`src/rtl/lsu_pkg.sv`:
```
// LSU memory master shared definitions.
// Access codes and controller state encoding.
package lsu_pkg;

  localparam logic [2:0] M_LB  = 3'd0;
  localparam logic [2:0] M_LH  = 3'd1;
  localparam logic [2:0] M_LW  = 3'd2;
  localparam logic [2:0] M_LBU = 3'd4;
  localparam logic [2:0] M_LHU = 3'd5;

  typedef enum logic [2:0] {
    IDLE,
    ADDR0,
    RESP0,
    ADDR1,
    RESP1,
    DONE
  } state_t;

  function automatic logic illegal_op(
    input logic [2:0] op,
    input logic       we
  );
    logic bad;
    bad = 1'b0;
    unique case (1'b1)
      (op == M_LB),
      (op == M_LH),
      (op == M_LW):  bad = 1'b0;
      (op == M_LBU),
      (op == M_LHU): bad = we;
      default:       bad = 1'b1;
    endcase
    return bad;
  endfunction

endpackage

```
`src/rtl/lsu_align.sv`:
```
// Byte-lane alignment: store mask/data placement and
// load data extraction with sign/zero extension.
module lsu_align
  import lsu_pkg::*;
(
  input  logic [1:0]  off,
  input  logic [2:0]  op,
  input  logic [31:0] wdata,
  input  logic [31:0] rd0,
  input  logic [31:0] rd1,
  output logic [7:0]  mask,
  output logic [63:0] wide,
  output logic [31:0] rdata
);

  logic [3:0]  smask;
  logic [31:0] sh;

  always_comb begin
    smask = 4'b0001;
    unique case (op[1:0])
      2'd0:    smask = 4'b0001;
      2'd1:    smask = 4'b0011;
      default: smask = 4'b1111;
    endcase
  end

  assign mask = {4'b0000, smask} << off;
  assign wide = {32'd0, wdata} << {off, 3'b000};
  assign sh   = 32'({rd1, rd0} >> {off, 3'b000});

  always_comb begin
    rdata = '0;
    unique case (1'b1)
      (op == M_LB):  rdata = {{24{sh[7]}}, sh[7:0]};
      (op == M_LH):  rdata = {{16{sh[15]}}, sh[15:0]};
      (op == M_LW):  rdata = sh;
      (op == M_LBU): rdata = {24'd0, sh[7:0]};
      (op == M_LHU): rdata = {16'd0, sh[15:0]};
      default:       rdata = '0;
    endcase
  end

endmodule

```
`src/rtl/lsu_mem_master.sv`:
```
// Load/store unit memory master: splits misaligned
// accesses into up to two word beats, one outstanding.
module lsu_mem_master
  import lsu_pkg::*;
#(
  parameter int ADDR_W = 32,
  parameter int DATA_W = 32
) (
  input  logic              clk,
  input  logic              rstn,
  input  logic              reqValid,
  output logic              reqReady,
  input  logic [ADDR_W-1:0] reqAddr,
  input  logic [DATA_W-1:0] reqWdata,
  input  logic [2:0]        reqMemOp,
  input  logic              reqWe,
  output logic              rspValid,
  output logic [DATA_W-1:0] rspRdata,
  output logic              rspErr,
  output logic              memValid,
  input  logic              memReady,
  output logic [ADDR_W-1:0] memAddr,
  output logic              memWe,
  output logic [3:0]        memWmask,
  output logic [DATA_W-1:0] memWdata,
  input  logic              memRvalid,
  input  logic [DATA_W-1:0] memRdata
);

  state_t state, state_n;

  logic [ADDR_W-1:0] a_addr;
  logic [31:0]       a_wdata;
  logic [2:0]        a_op;
  logic              a_we;
  logic              a_err;
  logic [31:0]       rd0;
  logic [31:0]       rd1;

  logic              accept;
  logic              cap0;
  logic              cap1;
  logic              need2;
  logic [7:0]        mask;
  logic [63:0]       wide;
  logic [31:0]       ld;
  logic [ADDR_W-1:0] base;
  logic [ADDR_W-1:0] base1;

  lsu_align u_align (
    .off   (a_addr[1:0]),
    .op    (a_op),
    .wdata (a_wdata),
    .rd0   (rd0),
    .rd1   (rd1),
    .mask  (mask),
    .wide  (wide),
    .rdata (ld)
  );

  assign base   = {a_addr[ADDR_W-1:2], 2'b00};
  assign base1  = base + ADDR_W'(4);
  assign need2  = |mask[7:4];
  assign accept = (state == IDLE) && reqValid && rstn;

  always_ff @(posedge clk or negedge rstn) begin
    if (!rstn) begin
      state   <= IDLE;
      a_addr  <= '0;
      a_wdata <= '0;
      a_op    <= '0;
      a_we    <= 1'b0;
      a_err   <= 1'b0;
      rd0     <= '0;
      rd1     <= '0;
    end else begin
      state <= state_n;
      if (accept) begin
        a_addr  <= reqAddr;
        a_wdata <= reqWdata;
        a_op    <= reqMemOp;
        a_we    <= reqWe;
        a_err   <= illegal_op(reqMemOp, reqWe);
        rd0     <= '0;
        rd1     <= '0;
      end
      if (cap0) rd0 <= memRdata;
      if (cap1) rd1 <= memRdata;
    end
  end

  always_comb begin
    state_n  = state;
    reqReady = 1'b0;
    rspValid = 1'b0;
    rspErr   = 1'b0;
    rspRdata = '0;
    memValid = 1'b0;
    memAddr  = '0;
    memWe    = 1'b0;
    memWmask = '0;
    memWdata = '0;
    cap0     = 1'b0;
    cap1     = 1'b0;
    unique case (state)
      IDLE: begin
        reqReady = rstn;
        if (accept)
          state_n = illegal_op(reqMemOp, reqWe) ? DONE : ADDR0;
      end
      ADDR0: begin
        memValid = 1'b1;
        memAddr  = base;
        memWe    = a_we;
        memWmask = mask[3:0];
        memWdata = wide[31:0];
        if (memReady) begin
          if (!a_we)      state_n = RESP0;
          else if (need2) state_n = ADDR1;
          else            state_n = DONE;
        end
      end
      RESP0: begin
        if (memRvalid) begin
          cap0    = 1'b1;
          state_n = need2 ? ADDR1 : DONE;
        end
      end
      ADDR1: begin
        memValid = 1'b1;
        memAddr  = base1;
        memWe    = a_we;
        memWmask = mask[7:4];
        memWdata = wide[63:32];
        if (memReady)
          state_n = a_we ? DONE : RESP1;
      end
      RESP1: begin
        if (memRvalid) begin
          cap1    = 1'b1;
          state_n = DONE;
        end
      end
      DONE: begin
        rspValid = 1'b1;
        rspErr   = a_err;
        rspRdata = (a_err || a_we) ? '0 : ld;
        state_n  = IDLE;
      end
      default: state_n = IDLE;
    endcase
  end

endmodule

```
`config.mk`:
```
export PLATFORM = sky130hd
export DESIGN_NAME = lsu_mem_master
export DESIGN_NICKNAME = d
export VERILOG_FILES = /design/src/rtl/lsu_pkg.sv /design/src/rtl/lsu_align.sv /design/src/rtl/lsu_mem_master.sv
export SDC_FILE = /design/constraint.sdc
export NUM_CORES = 1
export LEC_CHECK = 0
export ABC_AREA = 0
export CAP_MARGIN = 20
export CORE_UTILIZATION = 47
export CTS_CLUSTER_SIZE = 24
export DETAILED_ROUTE_END_ITERATION = 10
export PLACE_DENSITY = 0.89
export SLEW_MARGIN = 30
export SYNTH_ARGS = -nofsm -noshare
export SYNTH_HDL_FRONTEND = slang
export SYNTH_HIERARCHICAL = 1
export SYNTH_SLANG_ARGS = --single-unit
export TNS_END_PERCENT = 5
```
`constraint.sdc`:
```
create_clock -name clk -period 2.5 [get_ports clk]
set_input_delay 0.5 -clock clk [delete_from_list [all_inputs] [get_ports clk]]
set_output_delay 0.5 -clock clk [all_outputs]
set_load 0.05 [all_outputs]
```
==> run metrics <==
crit path kind reg -> out; CTS tree yes; Worst Path Arrival 2540 ps; Worst-Margin Slew 702.3 ps; # rows slightly below 50; failing checks design-rule violations, negative setup slack; Routed Antenna Nets 0; layout cells sized above 1 31.87%; setup TNS -15,520 ps; WL/cell 18.88 um; capturing element type of the critical path output pin; Crit-path slowest cell or4_4; worst vdd ir 0.7552 mV; cts hold-fix bufs 0; Area growth, synth to finish 46.17%; global-route wire length before repair 41.45 mm; final setup margin -538.5 ps; Initial DRT Pass Iterations 11; H-Tree Depth 4; I/O pins 210; fmax about 330 MHz; Die W between 100 and 150 um; syn avg cell area roughly 9.3 um^2; max cap viols 0; Tot GR Track Use 27.36%; CP cell instances ha_2, nand4_1, or4_4, buf_6, or4_4, a21oi_4, buf_12; post-layout util between 70 and 80%; Via density slightly below 6; Die ar. 0.01926 mm^2; startpoint types flop; clock latency on the worst-skew pair 420 ps; critical path required time 2000 ps; delay of the slowest cell on the worst path between 400 and 500 ps; Relative slew margins about 53%; Die H ~140 um; number of global-route vias before repair 8,052; fin. max-slew vios 0; DP Wirelength around 18 mm; PortBufs 207; min-delay worst type in -> async; Clock Pin Slew Worst Setup and Hold Paths approximately 60 ps; post-synthesis cell count 945; period utilization 121.5%; initial antenna violation count 1; Place WS -192.3 ps; total core area 0.01815 mm^2; crit-path max FO 7; yosys warns 6; clock skew ~10 ps; Initial DRC Count 700; final setup fails 76; Fillers 1,231; Final Hold Fails 0; RR Startpoint state[1]$_DFFE_PN0P_; root buf cell clkbuf_16; shortest period the worst path allows 3038 ps; final RePlAce weighted congestion 0.9456; Ant. Diodes 0; clock sinks 128; Mapped Area 0.008793 mm^2; clk buf depth 2; status finished, violations left; total global routing overflow 0; Nets 1,257; Worst path most repeated cell or4_4; Vias 8,188; DR DRC count 15; Starting Density 48.46%; LEAKAGE about 0.0055 uW; largest net degree at the start of global routing 130; Total Wirelength 26.30 mm; RSZ-0062 raised after global routing yes; CTS buffer count 17; beginning of the critical path a_addr[2]$_DFFE_PN0P_; pwr dens 1357 mW/mm^2
==> layout make-up <==
class                      count  area, um^2  area share [%]
clock inverter                14       147.6           1.149
multi-input combinational    719        5439           42.31
tap                          229       286.5           2.229
clock buffer                  18       439.2           3.417
sequential                   128        3213           25.00
timing repair buffer         268        3264           25.40
inverter                      17       63.81          0.4964
==> sequential cells by signal, indices dropped and copies added (netlist names) <==
name     cells
a_addr      32
a_err        1
a_op         3
a_wdata     32
a_we         1
rd0         32
rd1         24
state        3
==> per-stage QoR <==
stage / hold WS [ps] / std cells / instance area [um^2] / power [uW]
after global placement: 476.8 / 1353 / 11810 / 13950
after global routing: 263.3 / 1393 / 12850 / 18340
after floorplan: 204.4 / 954 / 8946 / 10670
final: 212.4 / 1393 / 12850 / 17440
after CTS: 258.8 / 1390 / 12780 / 17280
after detailed placement: 484.0 / 1353 / 11810 / 14310
==> report_power, final <==
group | switching (uW) | leakage, uW | internal (uW)
Sequential | 1100 | 0.00160 | 3080
Combinational | 5690 | 0.00359 | 5100
Clock | 1040 | 0.000287 | 1430
==> worst paths after layout <==
check                                          to  slack, ps  cells after the start
min in group clk              rd1[21]$_DFFE_PN0P_        500                      2
setup / recovery                      memAddr[30]       -540                      7
max in group asynchronous   a_addr[0]$_DFFE_PN0P_       1710                      2
hold reg to reg               rd1[21]$_DFFE_PN0P_        500                      2
setup reg to reg              rd0[28]$_DFFE_PN0P_        400                      7
hold / removal             a_addr[27]$_DFFE_PN0P_        210                      2
==> layout by cell type (no fill, tap or decap), types with 14 or more instances in the layout <==
| master | count |
|---|---|
| mux2_2 | 69 |
| and2_1 | 41 |
| buf_12 | 68 |
| buf_6 | 33 |
| mux2i_1 | 63 |
| clkbuf_16 | 17 |
| buf_4 | 60 |
| dfrtp_1 | 122 |
| nand2_1 | 158 |
| o21ai_0 | 54 |
| nor2b_1 | 19 |
| clkdlybuf4s50_1 | 103 |
| nor2_1 | 68 |
| nand3_1 | 30 |
| mux4_2 | 29 |
| inv_1 | 14 |
| a31oi_1 | 19 |
==> what timing repair did <==
action | 4_1_cts | 5_1_grt
endpoints found under the setup margin | 85 | 88
setup buffers | 5 | 2
pin swaps | 28 | 12
gates cloned | 0 | 1
resized for setup | 84 | 14
==> critical path, delay by kind of cell (launching register included) <==
family	cells	cell delay, ps
fa+ha+maj	1	200
compound gates	1	160
buf+inv	2	310
simple gates	3	1080
flops	1	380
==> routing by layer <==
layer  part of all wire (%)  routed length [um]  global-route usage [%]  up-vias
met5                      0                   0                       0        -
met4                    3.3                 865                   12.40        0
met1                     39               10280                   34.67     3993
met2                     50               13090                   45.59      404
met3                    7.8                2060                   5.145       65
li1                       -                   -                       -     3726
Note: power is estimated with default switching activity, not from simulation.
